$ cat config.mk
export PLATFORM = sky130hd
export DESIGN_NAME = mips_multicycle_ctrl
export DESIGN_NICKNAME = d
export VERILOG_FILES = /design/src/rtl/mips_multicycle_ctrl.sv
export SDC_FILE = /design/constraint.sdc
export NUM_CORES = 1
export LEC_CHECK = 0
export CAP_MARGIN = 20
export CORE_MARGIN = 4
export CORE_UTILIZATION = 40
export DETAILED_ROUTE_END_ITERATION = 8
export PLACE_DENSITY = 0.74
export SETUP_SLACK_MARGIN = 0.5
export SYNTH_ARGS = -nofsm -noshare
export SYNTH_HDL_FRONTEND = slang
export SYNTH_SLANG_ARGS = --single-unit
$ cat constraint.sdc
create_clock -name clk -period 2.25 [get_ports clk]
set_input_delay 0.45 -clock clk [delete_from_list [all_inputs] [get_ports clk]]
set_output_delay 0.45 -clock clk [all_outputs]
set_load 0.02 [all_outputs]
$ cat src/rtl/mips_multicycle_ctrl.sv
// -----------------------------------------------------------------------------
// mips_multicycle_ctrl
//
// Main control FSM for the multi-cycle MIPS-32 datapath. It steps each
// instruction through fetch, decode, execute, memory and writeback states. It
// drives the mux selects, the write enables and the 2-bit alu_op used by
// alu_control. The memory states stall on mem_ready from the unified
// instruction/data memory.
//
// Parameters
//   MEM_HANDSHAKE : 1 = memory states wait for mem_ready,
//                   0 = memory is single-cycle and mem_ready is ignored.
//   STATE_W       : width of the debug state output.
//
// Ports
//   clk, reset          : clock and synchronous active-high reset.
//   opcode              : IR[31:26]. Sampled only in DECODE, MEM_ADDR and BRANCH.
//   zero                : ALU zero flag, used for the branch decision.
//   mem_ready           : memory access completes in this cycle.
//   pc_write, pc_src    : PC load enable (branch condition folded in) and source.
//   i_or_d, mem_read,
//   mem_write, ir_write : memory address select, strobes and IR load.
//   reg_dst, mem_to_reg,
//   reg_write           : register file destination, writeback source, enable.
//   alu_src_a/_b,
//   ext_zero, alu_op    : ALU operand selects, immediate extension, ALU op.
//   trap                : illegal-opcode trap indicator.
//   state               : current state encoding, for debug.
//
// Optional feature: define MIPS_CTRL_ILLEGAL_TRAP_EN to build the TRAP state.
// An illegal opcode then parks the FSM in TRAP until reset. Without the macro,
// an illegal opcode acts as a NOP and trap is tied to 0.
// -----------------------------------------------------------------------------
module mips_multicycle_ctrl #(
   parameter int MEM_HANDSHAKE = 1,
   parameter int STATE_W       = 4
) (
   input  logic               clk,
   input  logic               reset,
   input  logic [5:0]         opcode,
   input  logic               zero,
   input  logic               mem_ready,
   output logic               pc_write,
   output logic [1:0]         pc_src,
   output logic               i_or_d,
   output logic               mem_read,
   output logic               mem_write,
   output logic               ir_write,
   output logic               reg_dst,
   output logic               mem_to_reg,
   output logic               reg_write,
   output logic               alu_src_a,
   output logic [1:0]         alu_src_b,
   output logic               ext_zero,
   output logic [1:0]         alu_op,
   output logic               trap,
   output logic [STATE_W-1:0] state
);

   localparam logic [5:0] OP_RTYPE = 6'b000000;
   localparam logic [5:0] OP_LW    = 6'b100011;
   localparam logic [5:0] OP_SW    = 6'b101011;
   localparam logic [5:0] OP_BEQ   = 6'b000100;
   localparam logic [5:0] OP_BNE   = 6'b000101;
   localparam logic [5:0] OP_ORI   = 6'b001101;
   localparam logic [5:0] OP_J     = 6'b000010;

   typedef enum logic [3:0] {
      S_FETCH     = 4'd0,
      S_DECODE    = 4'd1,
      S_MEM_ADDR  = 4'd2,
      S_MEM_READ  = 4'd3,
      S_MEM_WB    = 4'd4,
      S_MEM_WRITE = 4'd5,
      S_EXEC      = 4'd6,
      S_ALU_WB    = 4'd7,
      S_BRANCH    = 4'd8,
      S_JUMP      = 4'd9,
      S_IMM_EXEC  = 4'd10,
`ifdef MIPS_CTRL_ILLEGAL_TRAP_EN
      S_IMM_WB    = 4'd11,
      S_TRAP      = 4'd12
`else
      S_IMM_WB    = 4'd11
`endif
   } state_t;

   // Moore control word. The three *_wr flags qualify pc_write and ir_write:
   // fetch_wr waits for mem_ready, branch_wr waits for the branch condition,
   // and jump_wr is unconditional.
   typedef struct packed {
      logic       fetch_wr;
      logic       jump_wr;
      logic       branch_wr;
      logic [1:0] pc_src;
      logic       i_or_d;
      logic       mem_read;
      logic       mem_write;
      logic       reg_dst;
      logic       mem_to_reg;
      logic       reg_write;
      logic       alu_src_a;
      logic [1:0] alu_src_b;
      logic       ext_zero;
`ifdef MIPS_CTRL_ILLEGAL_TRAP_EN
      logic [1:0] alu_op;
      logic       trap;
`else
      logic [1:0] alu_op;
`endif
   } ctl_t;

   state_t cur_state;
   state_t nxt_state;
   ctl_t   ctl;
   logic   ready;
   logic   br_taken;

   function automatic ctl_t decode_ctl(input state_t s);
      ctl_t c;
      c = '0;
      case (s)
         S_FETCH: begin
            c.mem_read  = 1'b1;
            c.fetch_wr  = 1'b1;
            c.alu_src_b = 2'b01;
         end
         S_DECODE:    c.alu_src_b = 2'b11;
         S_MEM_ADDR: begin
            c.alu_src_a = 1'b1;
            c.alu_src_b = 2'b10;
         end
         S_MEM_READ: begin
            c.mem_read = 1'b1;
            c.i_or_d   = 1'b1;
         end
         S_MEM_WB: begin
            c.reg_write  = 1'b1;
            c.mem_to_reg = 1'b1;
         end
         S_MEM_WRITE: begin
            c.mem_write = 1'b1;
            c.i_or_d    = 1'b1;
         end
         S_EXEC: begin
            c.alu_src_a = 1'b1;
            c.alu_op    = 2'b10;
         end
         S_ALU_WB: begin
            c.reg_write = 1'b1;
            c.reg_dst   = 1'b1;
         end
         S_BRANCH: begin
            c.branch_wr = 1'b1;
            c.alu_src_a = 1'b1;
            c.alu_op    = 2'b01;
            c.pc_src    = 2'b01;
         end
         S_JUMP: begin
            c.jump_wr = 1'b1;
            c.pc_src  = 2'b10;
         end
         S_IMM_EXEC: begin
            c.alu_src_a = 1'b1;
            c.alu_src_b = 2'b10;
            c.ext_zero  = 1'b1;
            c.alu_op    = 2'b11;
         end
         S_IMM_WB:    c.reg_write = 1'b1;
`ifdef MIPS_CTRL_ILLEGAL_TRAP_EN
         S_TRAP:      c.trap = 1'b1;
`endif
         default:     c = '0;
      endcase
      return c;
   endfunction

   function automatic state_t next_of(input state_t s, input logic rdy,
                                      input logic [5:0] op);
      state_t n;
      n = S_FETCH;
      case (s)
         S_FETCH: n = rdy ? S_DECODE : S_FETCH;
         S_DECODE: begin
            case (op)
               OP_RTYPE:       n = S_EXEC;
               OP_LW, OP_SW:   n = S_MEM_ADDR;
               OP_BEQ, OP_BNE: n = S_BRANCH;
               OP_ORI:         n = S_IMM_EXEC;
               OP_J:           n = S_JUMP;
`ifdef MIPS_CTRL_ILLEGAL_TRAP_EN
               default:        n = S_TRAP;
`else
               // The PC was already incremented in FETCH, so this is a NOP.
               default:        n = S_FETCH;
`endif
            endcase
         end
         S_MEM_ADDR:  n = (op == OP_LW) ? S_MEM_READ : S_MEM_WRITE;
         S_MEM_READ:  n = rdy ? S_MEM_WB : S_MEM_READ;
         S_MEM_WRITE: n = rdy ? S_FETCH : S_MEM_WRITE;
         S_EXEC:      n = S_ALU_WB;
         S_IMM_EXEC:  n = S_IMM_WB;
`ifdef MIPS_CTRL_ILLEGAL_TRAP_EN
         S_TRAP:      n = S_TRAP;
`endif
         default:     n = S_FETCH;
      endcase
      return n;
   endfunction

   assign ready     = (MEM_HANDSHAKE != 0) ? mem_ready : 1'b1;
   assign nxt_state = next_of(cur_state, ready, opcode);

   // The control word is registered from the state being entered. This keeps
   // the outputs a Moore decode of cur_state while still driving them from flops.
   always_ff @(posedge clk) begin
      if (reset) begin
         cur_state <= S_FETCH;
         ctl       <= decode_ctl(S_FETCH);
      end else begin
         cur_state <= nxt_state;
         ctl       <= decode_ctl(nxt_state);
      end
   end

   assign br_taken = ((opcode == OP_BEQ) & zero) | ((opcode == OP_BNE) & ~zero);

   // A fetch write is held off while reset is asserted, so reset wins over a
   // coincident mem_ready.
   assign pc_write   = (ctl.fetch_wr & ready & ~reset) | ctl.jump_wr |
                       (ctl.branch_wr & br_taken);
   assign ir_write   = ctl.fetch_wr & ready & ~reset;
   assign pc_src     = ctl.pc_src;
   assign i_or_d     = ctl.i_or_d;
   assign mem_read   = ctl.mem_read;
   assign mem_write  = ctl.mem_write;
   assign reg_dst    = ctl.reg_dst;
   assign mem_to_reg = ctl.mem_to_reg;
   assign reg_write  = ctl.reg_write;
   assign alu_src_a  = ctl.alu_src_a;
   assign alu_src_b  = ctl.alu_src_b;
   assign ext_zero   = ctl.ext_zero;
   assign alu_op     = ctl.alu_op;
`ifdef MIPS_CTRL_ILLEGAL_TRAP_EN
   assign trap       = ctl.trap;
`else
   assign trap       = 1'b0;
`endif
   assign state      = STATE_W'(cur_state);

endmodule

### Word level (Yosys, flattened, before mapping)

Index checks and enable logic that the tools add are counted.

* register bits: 21
* latch bits: 0
* bits in writable memories: 0
* ROM bits: 0
* input bits: 10
* output and inout port bits: 21
* memories kept: 0

* add/subtract/negate cells: 0
* multipliers: 0
* divide/modulo/power cells: 0
* $lt $le $gt $ge: 0
* eq/ne operators: 23
* shift operators: 0
* mux-type cells: 20
* bitwise gates (word level): 10
* reductions and logical operators: 10

Operators by type and width (number)
* $pmux W4 S7: 1
* $eq A4 B3 Y1 const B: 6
* $eq A4 B4 Y1 const B: 5
* $pmux W4 S5: 1
* $eq A4 B2 Y1 const B: 4
* $eq A6 B3 Y1 const B: 2
* $eq A6 B6 Y1 const B: 2
* $mux W1: 12
* $pmux W2 S3: 2
* $reduce_or A2 Y1: 5
* $mux W3: 3
* $eq A4 B1 Y1 const B: 2
* $logic_not A4 Y1: 2
* $eq A6 B2 Y1 const B: 1
* $eq A6 B4 Y1 const B: 1
* $logic_not A6 Y1: 1
* $and A1 B1 Y1: 5
* $pmux W2 S2: 1
* $reduce_or A4 Y1: 1
* $or A1 B1 Y1: 3
* $reduce_or A3 Y1: 1
* $not A1 Y1: 2

### Logic depth before layout (Yosys ltp)

* depth after elaboration: 7
* depth in mapped cells: 6

### Least setup slack after synthesis

OpenSTA, ideal clock, no wires.

* path type: input -> output
* start: in opcode[5]
* end: out pc_write
* arrival: 1.862 ns
* data required time: 1.800 ns
* setup slack: -0.062 ns
* stages: 3
* buffers on the path: 0
* path through: or2_2 or4b_2 o21ai_0

* word-level cells in the longest chain between the ends: 5
* elaborated cells on any way between the ends: 7

Ends and longest elaborated chain
* start, declared: RTL line 40 `input logic [5:0] opcode,`
* $eq A6 B3 Y1: RTL line 227 `assign br_taken = ((opcode == OP_BEQ) & zero) | ((opcode == OP_BNE) & ~zero);`
* $and A1 B1 Y1: RTL line 227
* $or A1 B1 Y1 (*): RTL line 227
* $and A1 B1 Y1 (*): RTL line 232 `(ctl.branch_wr & br_taken);`
* $or A1 B1 Y1 (*): RTL line 231 `assign pc_write = (ctl.fetch_wr & ready & ~reset) | ctl.jump_wr |`
* end, declared: RTL line 43 `output logic pc_write,`

Mark *: on every way between the ends. The rest lies on a longest branch, timed or not.

### Final worst setup path

* start: in opcode[4]
* end: out pc_write

Same word-level chain as after synthesis.

==> qor.csv <==
stage,metric,value,unit
route,DRC Markers,0,
route,routed len/inst,16.2,um
grt,GRT Resource Usage Total,0.167,
synth,mapped cell area,1030,um^2
route,total wire length,3.22,mm
setup_path,Max stage delay on crit path,490,ps
cts,htree depth,1,
placement,gpl congestion,0.835,
final_layout,ant diodes,0,
cts,Worst-path clk slew,100,ps
setup_path,CP max stage cell,or4b_4,
die,die height,58.7,um
sta,unrepaired setup endpoints after global routing,true,
final_layout,P&R area growth vs syn,70.6,%
power_and_ir_drop,PD cells,383,nW/um^2
grt,vias in the first global route,976,
sta,"Slew Viols, Final",0,
synth,Syn Nets,126,
placement,dpl hpwl,1.95,mm
cts,root buffer cell,clkbuf_4,
grt,largest net degree at the start of global routing,14,
setup_path,startpoint types,input pin,
setup_path,worst-path fanout max,2,
sta,final hold vios,0,
synth,asr flop ratio synth,0,
die,Cell Rows,18,
sta,setup TNS,0,ps
route,remaining antenna violation count,0,
final_layout,# fillers,178,
sta,Fmax,501,MHz
synth,"EDFF count, synth",0,
min_path,hold crit path type,input pin to flop,
die,Core ar.,2450,um^2
route,Iteration-0 DRC Markers,22,
setup_path,"Critical Path, Cell by Cell","buf_6, or2_4, or4b_4, o21ai_4, buf_6",
setup_path,crit path capture type,output port,
power_and_ir_drop,LEAKAGE,0.734,nW
cts,clk sink count,19,
final_layout,share of post-route cells with drive strength above 1,0.515,
synth,synthesized area per cell,8.87,um^2
route,TritonRoute pass-1 iters,4,
synth,synth warn,0,
grt,first-pass GRT wire length,4.41,mm
die,Die Wd,58.7,um
sta,clock skew,1.45,ps
final_layout,Largest register FFs,4,
sta,Setup WS post-layout,253,ps
grt,initial antenna violation count,0,
sta,fin crit period,2000,ps
die,die area,3450,um^2
setup_path,cell mode on critical path,buf_6,
setup_path,crit path DAT,1550,ps
setup_path,required arrival time at the worst endpoint,1800,ps
synth,Synth Instances,116,
synth,Yosys top cell area share,0.370,
synth,ys flop type,dfxtp_1,
cts,Clock Latency Late Sink,300,ps
placement,port bufs,29,
synth,post-synthesis sequential area ratio,0.370,
grt,Overflow after GRT,0,
cts,Num CTS Buffers,3,
final_layout,Layout Nets,180,
outcome,status,completed,
setup_path,kind of critical path,input pin to output port,
job,Max-Cap Viols,0,
die,Top Ports,31,
sta,final setup vio count,0,
placement,dpl ws,-650,ps
synth,Yosys cell types,47,
cts,CTS tree,done,
sta,Final period util,0.887,
cts,Bufs on Longest Clock Path,2,
synth,cell taking the most area after synthesis,dfxtp_1,
die,Initial Util,0.419,
synth,"FF+latch count, synth",19,
synth,synth top area cells,"dfxtp_1 (37%), buf_4 (5.1%), nor2_1 (4.0%)",
power_and_ir_drop,Worst VDD drop,0.452,mV
route,via count,1104,
route,Via density,5.55,
-- final cells by class --
cell class	count	area, um^2	area share
clock buffers	3	22.5	0.0128
inverters	3	11.3	0.00642
clock inverters	1	5.00	0.00285
multi-input cells	79	726	0.414
well taps	30	37.5	0.0214
flip-flops and latches	19	393	0.224
repair buffers	64	559	0.319
-- metrics by stage --
step | power, mW | instance area (um^2) | hold WS, ps | instances | utilization
final | 0.673 | 1750 | 502 | 199 | 0.715
after global routing | 0.708 | 1750 | 510 | 199 | 0.715
after CTS | 0.666 | 1600 | 509 | 192 | 0.650
after detailed placement | 0.486 | 1450 | 500 | 179 | 0.590
after global placement | 0.484 | 1450 | 497 | 179 | 0.590
after floorplan | 0.430 | 1100 | 603 | 116 | -
-- cell usage in the layout (no fill, tap or decap), types with 2 or more instances in the layout --
cell type | synthesis | layout
clkbuf_4 | 1 | 3
dlygate4sd2_1 | 0 | 5
a21oi_2 | 0 | 2
or4b_4 | 1 | 3
nor2_4 | 0 | 3
nor3_2 | 0 | 3
nand4b_1 | 2 | 2
nor2_2 | 0 | 2
nor2b_1 | 2 | 2
buf_2 | 2 | 4
dfxtp_1 | 19 | 15
dlymetal6s2s_1 | 0 | 2
or2_4 | 1 | 2
buf_6 | 2 | 10
a21oi_1 | 4 | 2
nand2_1 | 5 | 3
mux2i_1 | 2 | 2
and3_1 | 3 | 2
a31oi_1 | 3 | 2
nor2_1 | 11 | 6
o21ai_0 | 4 | 2
nand2b_1 | 3 | 3
nand3_1 | 4 | 3
buf_4 | 7 | 29
clkdlybuf4s50_1 | 0 | 13
nand3b_1 | 2 | 2
nor4_4 | 0 | 2
dfxtp_4 | 0 | 3
nand4_1 | 2 | 2
inv_1 | 3 | 2
-- worst max-delay path: cells and delay by family --
| family | cells | cell delay, ps |
|---|---|---|
| AOI/OAI and AO/OA | 1 | 140 |
| buffers and inverters | 2 | 220 |
| and+or+nand+nor | 2 | 730 |
-- synthesized netlist by cell type (2+ instances only) --
master and instances:
nand4b_1 2, nand2_1 5, dfxtp_1 19, inv_1 3, buf_4 7, nand3b_1 2
nand4_1 2, nand2b_1 3, nand3_1 4, o21ai_0 4, buf_2 2, and3_1 3
buf_6 2, nor2b_1 2, nor2_1 11, a21oi_1 4, nor3_1 4, mux2i_1 2
a31oi_1 3, clkbuf_1 3, nor4_2 2, or2_2 2
-- worst paths after layout --
check	start	end	slack [ps]	cells past startpoint
min reg2reg	state[1]	reg_write	520	1
max	opcode[4]	pc_write	250	5
max reg2reg	state[2]	alu_src_a	400	6
min	mem_ready	alu_src_b[1]	500	3
-- metal layers --
metal,share of wire,GRT usage
met5,0,0
met4,0.014,0.0291
met3,0.053,0.0504
met2,0.53,0.276
met1,0.40,0.217
-- report_power, final --
group / total, mW / switching (mW) / internal (mW)
Clock: 0.170 / 0.103 / 0.0664
Combinational: 0.160 / 0.0823 / 0.0774
Sequential: 0.343 / 0.00301 / 0.340
-- kinds of logic after synthesis --
family / after synthesis / share of synthesized area
muxes: 2 / 0.0195
buffers and inverters: 18 / 0.112
and+or+nand+nor: 51 / 0.311
xor gates and xnor gates: 1 / 0.00852
AOI/OAI and AO/OA: 24 / 0.175
other: 1 / 0.00365
DFF: 19 / 0.370
-- timing repair --
action	4_1_cts	5_1_grt
hold buffers	0	0
setup buffers	9	7
pin swaps	20	11
endpoints found under the setup margin	24	17
resized for setup	60	27
No activity file was read; power rests on OpenSTA's default activity.
